`config.mk`:
```
export PLATFORM = sky130hd
export DESIGN_NAME = mpu_fetch_flat
export DESIGN_NICKNAME = d
export VERILOG_FILES = /design/src/rtl/mpu_pkg.sv /design/src/rtl/mpu_fetch_if.sv /design/src/rtl/mpu_fetch.sv /design/src/flat_wrapper.sv
export SDC_FILE = /design/constraint.sdc
export NUM_CORES = 1
export LEC_CHECK = 0
export CAP_MARGIN = 20
export CORE_UTILIZATION = 40
export DETAILED_ROUTE_END_ITERATION = 12
export GPL_ROUTABILITY_DRIVEN = 0
export PLACE_DENSITY_LB_ADDON = 0.05
export SLEW_MARGIN = 10
export SYNTH_ARGS = -nofsm -noshare
export SYNTH_HDL_FRONTEND = slang
export SYNTH_SLANG_ARGS = --single-unit
```
`constraint.sdc`:
```
create_clock -name clk -period 2.1 [get_ports clk]
set_input_delay 0.63 -clock clk [delete_from_list [all_inputs] [get_ports clk]]
set_output_delay 0.63 -clock clk [all_outputs]
set_load 0.02 [all_outputs]
```
`src/rtl/mpu_pkg.sv`:
```
// Shared definitions for the MPU instruction fetch path: PC width,
// fetch FSM states and the opcode operand-count rule.
package mpu_pkg;

   localparam int unsigned PC_WIDTH = 12;

   typedef enum logic [1:0] {
      IDLE,
      FETCH_OP,
      FETCH_ARG,
      HOLD
   } fetch_state_e;

   // The two top opcode bits give the number of operand bytes that follow.
   function automatic logic [1:0] op_arg_count(input logic [7:0] op);
      return op[7:6];
   endfunction

endpackage

```
`src/rtl/mpu_fetch_if.sv`:
```
// Fetch unit bus: byte-wide memory read port plus instruction bundle handshake.
interface mpu_fetch_if;
   import mpu_pkg::*;

   logic                mem_req;
   logic [PC_WIDTH-1:0] mem_addr;
   logic                mem_ack;
   logic [7:0]          mem_rdata;

   logic                instr_valid;
   logic                instr_ready;
   logic [7:0]          instr_op;
   logic [7:0]          instr_arg1;
   logic [7:0]          instr_arg2;
   logic [7:0]          instr_arg3;
   logic [PC_WIDTH-1:0] instr_pc;

   modport master (
      output mem_req, mem_addr,
      input  mem_ack, mem_rdata,
      output instr_valid, instr_op, instr_arg1, instr_arg2, instr_arg3, instr_pc,
      input  instr_ready
   );

   modport slave (
      input  mem_req, mem_addr,
      output mem_ack, mem_rdata,
      input  instr_valid, instr_op, instr_arg1, instr_arg2, instr_arg3, instr_pc,
      output instr_ready
   );

endinterface

```
`src/rtl/mpu_fetch.sv`:
```
// Instruction fetch: reads an opcode plus 0..3 operand bytes one byte per
// memory request and presents them as a bundle until the core accepts it.
module mpu_fetch
   import mpu_pkg::*;
(
   input  logic                clk,
   input  logic                rst_n,
   input  logic                halt,
   input  logic                jump_en,
   input  logic [PC_WIDTH-1:0] jump_addr,
   mpu_fetch_if.master         bus
);

   fetch_state_e        state;
   logic [PC_WIDTH-1:0] pc;
   logic [1:0]          arg_cnt;
   logic [1:0]          arg_idx;
   logic                byte_done;
   logic                consume;

   // Acks are only honoured against our own live request, so a stale ack
   // after reset or after a jump-dropped request is ignored.
   assign byte_done = bus.mem_req & bus.mem_ack;
   assign consume   = bus.instr_valid & bus.instr_ready;

   always_ff @(posedge clk or negedge rst_n) begin
      if (!rst_n) begin
         state           <= IDLE;
         pc              <= '0;
         arg_cnt         <= '0;
         arg_idx         <= '0;
         bus.mem_req     <= 1'b0;
         bus.mem_addr    <= '0;
         bus.instr_valid <= 1'b0;
         bus.instr_op    <= '0;
         bus.instr_arg1  <= '0;
         bus.instr_arg2  <= '0;
         bus.instr_arg3  <= '0;
         bus.instr_pc    <= '0;
      end else if (jump_en) begin
         pc              <= jump_addr;
         state           <= FETCH_OP;
         arg_cnt         <= '0;
         arg_idx         <= '0;
         bus.mem_req     <= 1'b0;
         bus.instr_valid <= 1'b0;
      end else begin
         case (state)
            IDLE: state <= FETCH_OP;

            FETCH_OP, FETCH_ARG: begin
               if (byte_done) begin
                  bus.mem_req <= 1'b0;
                  pc          <= pc + PC_WIDTH'(1);
                  if (state == FETCH_OP) begin
                     bus.instr_op   <= bus.mem_rdata;
                     bus.instr_pc   <= pc;
                     bus.instr_arg1 <= '0;
                     bus.instr_arg2 <= '0;
                     bus.instr_arg3 <= '0;
                     arg_cnt        <= op_arg_count(bus.mem_rdata);
                     arg_idx        <= 2'd1;
                     if (op_arg_count(bus.mem_rdata) == 2'd0) begin
                        bus.instr_valid <= 1'b1;
                        state           <= HOLD;
                     end else begin
                        state <= FETCH_ARG;
                     end
                  end else begin
                     case (arg_idx)
                        2'd1:    bus.instr_arg1 <= bus.mem_rdata;
                        2'd2:    bus.instr_arg2 <= bus.mem_rdata;
                        2'd3:    bus.instr_arg3 <= bus.mem_rdata;
                        default: ;
                     endcase
                     if (arg_idx == arg_cnt) begin
                        bus.instr_valid <= 1'b1;
                        state           <= HOLD;
                     end else begin
                        arg_idx <= arg_idx + 2'd1;
                     end
                  end
               end else if (!bus.mem_req && !halt) begin
                  bus.mem_req  <= 1'b1;
                  bus.mem_addr <= pc;
               end
            end

            HOLD: begin
               // Next opcode request is issued on the accept edge itself.
               if (consume) begin
                  bus.instr_valid <= 1'b0;
                  state           <= FETCH_OP;
                  if (!halt) begin
                     bus.mem_req  <= 1'b1;
                     bus.mem_addr <= pc;
                  end
               end
            end

            default: state <= IDLE;
         endcase
      end
   end

endmodule
```
`src/flat_wrapper.sv`:
```
// flat-port wrapper written by rule: the top's interface ports become plain ports
module mpu_fetch_flat import mpu_pkg::*;
  (clk, rst_n, halt, jump_en, jump_addr, bus_mem_req, bus_mem_addr, bus_mem_ack, bus_mem_rdata, bus_instr_valid, bus_instr_op, bus_instr_arg1, bus_instr_arg2, bus_instr_arg3, bus_instr_pc, bus_instr_ready);
  mpu_fetch_if bus_i ();
  input  logic clk;
  input  logic rst_n;
  input  logic halt;
  input  logic jump_en;
  input  logic [PC_WIDTH-1:0] jump_addr;
  output wire logic [$bits(bus_i.mem_req)-1:0] bus_mem_req;
  output wire logic [$bits(bus_i.mem_addr)-1:0] bus_mem_addr;
  input wire logic [$bits(bus_i.mem_ack)-1:0] bus_mem_ack;
  input wire logic [$bits(bus_i.mem_rdata)-1:0] bus_mem_rdata;
  output wire logic [$bits(bus_i.instr_valid)-1:0] bus_instr_valid;
  output wire logic [$bits(bus_i.instr_op)-1:0] bus_instr_op;
  output wire logic [$bits(bus_i.instr_arg1)-1:0] bus_instr_arg1;
  output wire logic [$bits(bus_i.instr_arg2)-1:0] bus_instr_arg2;
  output wire logic [$bits(bus_i.instr_arg3)-1:0] bus_instr_arg3;
  output wire logic [$bits(bus_i.instr_pc)-1:0] bus_instr_pc;
  input wire logic [$bits(bus_i.instr_ready)-1:0] bus_instr_ready;
  assign bus_mem_req = bus_i.mem_req;
  assign bus_mem_addr = bus_i.mem_addr;
  assign bus_i.mem_ack = bus_mem_ack;
  assign bus_i.mem_rdata = bus_mem_rdata;
  assign bus_instr_valid = bus_i.instr_valid;
  assign bus_instr_op = bus_i.instr_op;
  assign bus_instr_arg1 = bus_i.instr_arg1;
  assign bus_instr_arg2 = bus_i.instr_arg2;
  assign bus_instr_arg3 = bus_i.instr_arg3;
  assign bus_instr_pc = bus_i.instr_pc;
  assign bus_i.instr_ready = bus_instr_ready;
  mpu_fetch u_core (.clk(clk), .rst_n(rst_n), .halt(halt), .jump_en(jump_en), .jump_addr(jump_addr), .bus(bus_i));
endmodule
```
; After elaboration in Yosys (flattened, before gate mapping)
; Cells that the tools add are included.
[word_totals]
register_bits = 76
latch_bits = 0
ramBits = 0
romBits = 0
inputBits = 26
output_inout_bits = 58
word_cells = 103
memories = 0
[classes]
addsub = 2
mul = 0
n_div = 0
order_cmp = 0
n_eq_ne = 18
shifts = 0
muxes = 43
n_bitwise = 3
reduce_logical = 25
[ops]
columns = cell, n
row1 = 2-to-1 mux 12 bit, 7
row2 = 2-to-1 mux 8 bit, 6
row3 = 2-to-1 mux 2 bit, 14
row4 = case mux 12 bit (2 select lines), 1
row5 = AND reduction 4 bit, 5
row6 = nonzero test 2 bit, 7
row7 = adder 12 x 1 -> 12 bit (second input constant), 1
row8 = 2-to-1 mux 1 bit, 12
row9 = inequality test 3 x 2 -> 1 bit (second input constant), 3
row10 = AND reduction 3 bit, 3
row11 = equality test 2 bit (second input constant), 4
row12 = inequality test 4 x 2 -> 1 bit (second input constant), 2
row13 = case mux 2 bit (3 select lines), 1
row14 = AND reduction 6 bit, 1
row15 = AND reduction 5 bit, 1
row16 = equality test 2 x 1 -> 1 bit (second input constant), 2
row17 = zero test 2 bit, 2
row18 = inequality test 2 x 1 -> 1 bit (second input constant), 2
row19 = inequality test 2 bit (second input constant), 2
row20 = inequality test 4 bit (second input constant), 1
row21 = case mux 1 bit (2 select lines), 2
row22 = inequality test 3 bit (second input constant), 1
row23 = nonzero test 3 bit, 1
row24 = adder 2 x 1 -> 2 bit (second input constant), 1
row25 = 7 further kinds, 9

; Logic depth before layout (Yosys ltp)
; Gate-level depths: netlist of run 1.
[depth]
ltp_word = 6
ltp_mapped = 7
mapped_depth_nobuf = 6

; Least setup slack after synthesis of run 1
; OpenSTA, ideal clock, no wires.
[synth_timing]
path_type = flip-flop to flip-flop
startpoint = reg u_core.state[0]
endpoint = reg u_core.bus.mem_addr[0]
setup_ns = 0.125
arrival_time_ns = 1.791
required_time_ns = 1.975
path_slack_ns = 0.185
path_stages_with_launch = 7
synth_period_minus_slack_ns = 1.915
path_cell_list = dfrtp_1 -> ha_1 -> nor2b_1 -> a21o_2 -> nor4_4 -> buf_6 -> mux2_2
[synth_via]
elab_chain_cells = 4
word_cells_on_any_way = 11
classes_between = eq/ne (7) / mux (1) / reduce/logical (3)
[synth_rtl]
columns = item, line
row1 = from (decl), mpu_fetch.sv:14  ; fetch_state_e state;
row2 = from (signal assigned), mpu_fetch.sv:28  ; state <= IDLE;
row3 = from (signal assigned), mpu_fetch.sv:42  ; state <= FETCH_OP;
row4 = from (signal assigned), mpu_fetch.sv:49  ; IDLE: state <= FETCH_OP;
row5 = equality test 2 bit / equality test 2 x 1 -> 1 bit (equally long branches), mpu_fetch.sv:48  ; case (state)
row6 = OR reduction 2 bit, mpu_fetch.sv:48
row7 = "inequality test 2 bit (no line), or another cell as far along", n/a
row8 = AND reduction 6 bit (no line), n/a
row9 = to (signal assigned), mpu_fetch.sv:85  ; bus.mem_addr <= pc;
row10 = to (signal assigned), mpu_fetch.sv:96  ; bus.mem_addr <= pc;
row11 = to (decl), mpu_fetch_if.sv:19  ; output mem_req, mem_addr,
; Parallel ways exist; a longest one is shown, timed or not.
; A chain may end at the register's enable or synchronous reset.

; Worst setup path after layout of run 1
[layout_timing]
startpoint = reg u_core.state[0]
endpoint = reg u_core.bus.mem_addr[10]
; Same word-level chain as after synthesis.

==> results.yml, run 1 <==
global_route:
  grt_overflow_total: 0
  grt_pass1_vias: 2505
  top_usage_layer: "met2"
  met3_usage_pct: 3.48
  grt_max_degree: 77
  grt_pass1_wl_mm: 12.7
  gr-usage-met2_pct: 27.5
  use_met1_pct: 27.1
  antenna_found_initial: 0
  grt.total_usage_pct: 18.7
logic_synthesis:
  synth-main-ff-cell: "dfrtp_1"
  avgSynthCellArea_sq_um: 13.1
  synth_area_sq_mm: 0.00356
  syn-num-nets: 303
  yosysSeqAreaShare_pct: 53.5
  postSynthCellCount: 271
  async_flop_share_pct: 100
  ys_types: 55
  synth_edf_count: 0
  synth-seq-cells: 76
  synth_warnings: 0
clock_tree:
  clkLatencyLatePin_ns: 0.33
  cts_buffers: 9
  cts_setup_buffers: 0
  cts_tree: "done"
  cts_root_buf: "clkbuf_8"
  clk_pin_slew_worst_paths_ns: 0.08
  cts_htree_levels: 3
  cts_sinks: 76
  cts_hold_buf: 0
  clockBufferDepth: 2
detailed_routing:
  totalWireLength_mm: 7.83
  drt_iter0_drc: 105
  dr.pass1.iters: 4
  wl_per_cell_um: 16.0
  remaining_drc_errors: 0
  routed_via_density: 4.94
  detail-route-antenna-nets: 0
  routed-via-count: 2409
power_and_ir_drop:
  clock_power_share_pct: 17.2
  swShare_pct: 34.7
  p_seq_share_pct: 36.5
  power.internal_w: 0.00406
  total_power_w: 0.00622
  p_comb_share_pct: 46.3
  peakVddDrop_mv: 0.622
  switchingPower_w: 0.00216
  p_per_area_mw_per_mm2: 1280
  total_leakage_power_nw: 2.22
timing:
  rsz0062_at_grt: "yes"
  min_period_ns: 2.01
  max_slew_margin_pct: 72.1
  fmax_ghz: 0.496
  maxSlewViolCount: 0
  hold_violations: 0
  setup_viol: 0
  worst_pin_slew_ns: 0.418
  finalCritPeriodShare_pct: 95.9
  skew_ns: 0.00926
min_path:
  min_path_type: "input pin to async pin"
floorplanning:
  chipWidth_um: 96.3
  die_y_um: 96.3
  dieArea_sq_mm: 0.00927
  start_util_pct: 41.0
  fp.coreArea_sq_mm: 0.00868
  num_rows: 34
  ioPinCount: 84
critical_path:
  worst_setup_path_end_kind: "flop"
  cp.arrival_ns: 2.23
  cp.required_ns: 2.32
  criticalPathCategory: "flop to flop"
  start_kind: "flop"
  path_max_fanout: 8
job:
  drv_cap: 0
status:
  status: "completed"
place:
  io_buffers: 83
  post_dp_cell_area_sq_mm: 0.00467
  dpl.hpwl_mm: 5.49
  dp_cells: 473
final_layout:
  final_core_util_pct: 55.9
  postLayoutCellArea_sq_mm: 0.00485
  nets: 408
  drive_above_1_share_pct: 29.7
  area_growth_pct: 36.5
  antenna_cells: 0
  instances_no_fill: 488
==> cell usage after synthesis, drive strengths merged, types with 3 or more instances <==
cell type / number / area, sq um
xnor2: 6 / 52.6
o21a: 3 / 22.5
o21ai: 9 / 45.0
nor4: 4 / 61.3
inv: 11 / 41.3
nand4: 3 / 18.8
nor2b: 10 / 62.6
mux2: 57 / 717
dfrtp: 76 / 1900
xor2: 3 / 26.3
buf: 9 / 73.8
nand3: 6 / 30.0
nor2: 4 / 15.0
nand2: 24 / 92.6
a21oi: 3 / 15.0
ha: 6 / 75.1
nor3: 5 / 30.0
clkbuf: 4 / 16.3
==> worst max-delay path, stage by stage (launching register included) <==
cell and delay [ns]:
dfrtp_1 0.41, ha_1 0.41, nor2b_1 0.18, a21o_2 0.21, nor4_4 0.15, buf_4 0.21, mux2_2 0.34
==> per-layer routing <==
layer / part of all wire, % / vias to the layer above
li1: - / 1164
met1: 49 / 1190
met2: 46 / 51
met3: 4.3 / 4
met4: 0.70 / 0
met5: 0 / -
==> placed cells by master, fill, tap and decap left out, types with 2 or more instances in the layout <==
cell / instances
clkdlybuf4s50_1: 81
nor3_1: 4
nand4_1: 3
a21oi_1: 3
inv_1: 10
nor4_4: 2
nor2_1: 4
xnor2_1: 6
xor2_1: 3
o311ai_0: 2
clkbuf_8: 9
ha_1: 6
nand3_1: 6
mux2i_1: 2
clkbuf_1: 2
nor2b_1: 10
buf_4: 20
dfrtp_1: 76
o21ai_0: 8
buf_12: 5
nand2_1: 23
mux2_2: 36
mux2_4: 20
o21a_1: 3
==> power by group through the flow <==
stage | Sequential, W | Clock, W | Combinational (W)
after global routing | 0.00235 | 0.00118 | 0.00309
final | 0.00227 | 0.00107 | 0.00288
after global placement | 0.00229 | 0 | 0.00289
after floorplan | 0.00279 | 0 | 0.00110
after detailed placement | 0.00230 | 0 | 0.00291
after CTS | 0.00228 | 0.00111 | 0.00291
==> registers in the layout (all words and copies together) (netlist names), 8 cells and up <==
| register | flops |
|---|---|
| u_core.pc | 12 |
| u_core.bus.instr_pc | 12 |
| u_core.bus.instr_arg2 | 8 |
| u_core.bus.instr_arg1 | 8 |
| u_core.bus.mem_addr | 12 |
| u_core.bus.instr_arg3 | 8 |
| u_core.bus.instr_op | 8 |
==> cell families after synthesis <==
group / count (synthesis) / share of synthesized area, %
DFF: 76 / 53.5
and+or+nand+nor: 65 / 10.9
muxes: 59 / 20.7
AOI/OAI and AO/OA: 32 / 6.90
buffers and inverters: 24 / 3.69
xor gates and xnor gates: 9 / 2.22
adders and majority gates: 6 / 2.11
==> cell type report <==
class / instances / area [sq um]
Clock inverter: 4 / 51.3
Clock buffer: 11 / 131
Tap cell: 108 / 135
Inverter: 11 / 41.3
Timing Repair Buffer: 107 / 1070
Multi-Input combinational cell: 171 / 1520
Fill cell: 765 / 3820
Sequential cell: 76 / 1900
==> worst paths after layout <==
kind,startpoint,end,slack (ns),cells past startpoint
max in group asynchronous,rst_n,u_core.bus.instr_pc[11]$_DFFE_PN0P_,1.46,2
min reg2reg,u_core.bus.instr_arg1[4]$_DFFE_PN0P_,u_core.bus.instr_arg1[4]$_DFFE_PN0P_,0.51,1
min in group clk,u_core.bus.instr_arg1[4]$_DFFE_PN0P_,u_core.bus.instr_arg1[4]$_DFFE_PN0P_,0.51,1
max reg2reg,u_core.state[0]$_DFFE_PN0P_,u_core.bus.mem_addr[10]$_DFFE_PN0P_,0.09,6
max,u_core.state[0]$_DFFE_PN0P_,u_core.bus.mem_addr[10]$_DFFE_PN0P_,0.09,6
min,rst_n,u_core.bus.instr_pc[4]$_DFFE_PN0P_,0.29,2
==> through the flow <==
stage	worst slack (ns)	hold WS (ns)	setup TNS, ns
2_1_floorplan	0.185	0.334	0
3_3_place_gp	-0.174	0.491	-8.14
3_5_place_dp	-0.178	0.491	-9.00
4_1_cts	0.0606	0.308	0
5_1_grt	-0.0221	0.329	-0.0663
6_report	0.0851	0.292	0
==> what timing repair did <==
item                                   in CTS  in global routing
endpoints found under the hold margin       0                  0
gates resized for setup                     1                  0
setup endpoints to repair                   1                  6
Power figures use the tool's default switching activity.
==> run 2, diff against run 1 <==
- CORE_MARGIN: unset -> 2
- GPL_ROUTABILITY_DRIVEN: 0 -> unset
- PLACE_DENSITY_LB_ADDON: 0.05 -> 0.25
==> run 2 against run 1 <==
  * Worst hold slack worse by 0.14 ns
  * Setup slack lost 0.00057 ns
  * Clock skew is 0.0046 ns higher
  * Register-to-register slack better by 0.04 ns
  * Clock power rose by 7%
  * Routed wire length is 0.24% higher
  * Sequential share of layout area shrank 0.17 points
  * Via count up 2.6%
  * Critical path depth fell by 5
  * Non-clock buffer count unchanged
  * First-iteration DRC count is 5.7% lower
  * Sequential power hardly changed
  * Highest routed layer unchanged
==> results.yml, run 2 (synthesis results as in run 1) <==
timing:
  maxSlewViolCount: 0
  fmax_ghz: 0.496
  hold_violations: 0
  fin_ws_ns: 0.0846
  finalCritPeriodShare_pct: 96.0
  worst_pin_slew_ns: 0.345
  max_slew_margin_pct: 76.7
  setup_viol: 0
  skew_ns: 0.0138
  min_period_ns: 2.02
  rsz0062_at_grt: "no"
final_layout:
  top_regs: "u_core.bus.instr_pc (12), u_core.bus.mem_addr (12), u_core.pc (12)"
  nets: 408
  multi_input_area_sq_mm: 0.00153
  antenna_cells: 0
  drive_above_1_share_pct: 30.4
  seq_area_sq_mm: 0.00190
  layout_common_cells: "81 x clkdlybuf4s50_1, 76 x dfrtp_1, 36 x mux2_2"
  area_growth_pct: 37.1
  layout_commonest_cell: "clkdlybuf4s50_1"
  fill_cells: 785
floorplanning:
  start_util_pct: 41.0
  dieArea_sq_mm: 0.00966
  ioPinCount: 84
  chipWidth_um: 98.3
  fp.coreArea_sq_mm: 0.00868
  num_rows: 34
  die_y_um: 98.3
clock_tree:
  clk_pin_slew_worst_paths_ns: 0.09
  cts_tree: "done"
  cts_htree_levels: 3
  cts_buffers: 9
  cts_sinks: 76
  clkLatencyLatePin_ns: 0.35
  clockBufferDepth: 2
  cts_setup_buffers: 0
  cts_root_buf: "clkbuf_8"
critical_path:
  cp.required_ns: 1.47
  criticalPathCategory: "flop to primary output"
  r2r_slack_ns: 0.13
  worst_setup_path_end_kind: "primary output"
  path_max_fanout: 4
  cp_slowest_cell: "clkdlybuf4s50_1"
  cp_slowest_stage_delay_ns: 0.63
  crit_chain: "clkdlybuf4s50_1"
  start_kind: "flop"
  cp.arrival_ns: 1.39
  crit_buf_inv: 1
  ff2ff_path_depth: 7
  cp.depth: 1
  crit_family: "buffers and inverters"
place:
  dpl.hpwl_mm: 5.73
  gp_congestion: 0.760
  io_buffers: 83
  place_ws_ns: -0.223
power_and_ir_drop:
  total_power_w: 0.00634
  power.internal_w: 0.00413
  switchingPower_w: 0.00221
  p_comb_share_pct: 46.0
  swShare_pct: 34.9
  peakVddDrop_mv: 0.576
  total_leakage_power_nw: 2.22
  clock_power_share_pct: 17.9
  p_seq_share_pct: 36.0
  p_per_area_mw_per_mm2: 1300
global_route:
  grt_overflow_total: 0
  grt_max_degree: 40
  grt.total_usage_pct: 17.3
  antenna_found_initial: 0
  grt_pass1_vias: 2601
  grt_pass1_wl_mm: 13.1
detailed_routing:
  routed_via_density: 5.05
  remaining_drc_errors: 0
  drt_iter0_drc: 99
  dr.pass1.iters: 4
  wl_per_cell_um: 16.1
  detail-route-antenna-nets: 0
  routed-via-count: 2471
  totalWireLength_mm: 7.85
status:
  status: "completed"
min_path:
  min_path_type: "input pin to async pin"
job:
  drv_cap: 0
[run 2: cell count changes in the layout (fill, tap and decap cells not counted)]
cell	change
inv_6	+1
clkbuf_1	-1
ha_1	-1
ha_2	+1
clkbuf_8	+1
[run 2: metal layers]
layer	vias up	share of wire, %	global-route usage (%)
li1	1164	-	-
met1	1241	47	24.3
met2	53	47	26.2
met3	13	3.8	4.08
met4	0	1.8	6.32
met5	-	0	0
[run 2: power by group through the flow]
stage / combinational, W / clock, W / sequential, W
after global placement: 0.00289 / 0 / 0.00230
after detailed placement: 0.00294 / 0 / 0.00231
after global routing: 0.00310 / 0.00122 / 0.00236
final: 0.00292 / 0.00114 / 0.00228
after CTS: 0.00294 / 0.00117 / 0.00229
after floorplan: 0.00110 / 0 / 0.00279
[run 2: metrics by stage]
stage                     utilization (%)  std cells  area (sq um)  setup TNS (ns)  hold slack, ns
after floorplan                         -        271          3560               0           0.334
after global placement               53.8        473          4670          -10.52           0.491
after detailed placement             53.8        473          4670          -11.55           0.495
after CTS                            56.1        489          4870               0           0.149
after global routing                 56.2        489          4870               0           0.155
final                                56.2        489          4870               0           0.151
[run 2: what timing repair did]
item,in CTS,in global routing
hold buffers,0,0
endpoints found under the setup margin,1,10
gates cloned,0,0
gates resized for setup,1,1
[run 2: cell type report]
type	count	area share, %
clock buffer	11	2.90
multi-input combinational	171	31.3
inverter	11	0.847
timing repair buffer	107	21.9
tap	108	2.77
clock inverter	5	1.23
sequential	76	39.0
[run 2: worst paths after layout]
| path | startpoint | endpoint |
|---|---|---|
| hold reg to reg | u_core.bus.instr_arg1[5]$_DFFE_PN0P_ | u_core.bus.instr_arg1[5]$_DFFE_PN0P_ |
| max in group asynchronous | rst_n | u_core.pc[4]$_DFFE_PN0P_ |
| hold / removal | rst_n | u_core.bus.mem_addr[9]$_DFFE_PN0P_ |
| setup / recovery | u_core.bus.instr_valid$_DFFE_PN0P_ | bus_instr_valid |
| setup reg to reg | u_core.state[1]$_DFFE_PN0P_ | u_core.bus.mem_addr[10]$_DFFE_PN0P_ |
| min in group clk | u_core.bus.instr_arg1[5]$_DFFE_PN0P_ | u_core.bus.instr_arg1[5]$_DFFE_PN0P_ |
[run 2: worst reg2reg max path, stage by stage (launching register included)]
cell and delay (ns):
dfrtp_1 0.37, inv_1 0.05, ha_2 0.40, inv_1 0.11, a21o_2 0.21, nor4_4 0.19, buf_12 0.19, mux2_2 0.34
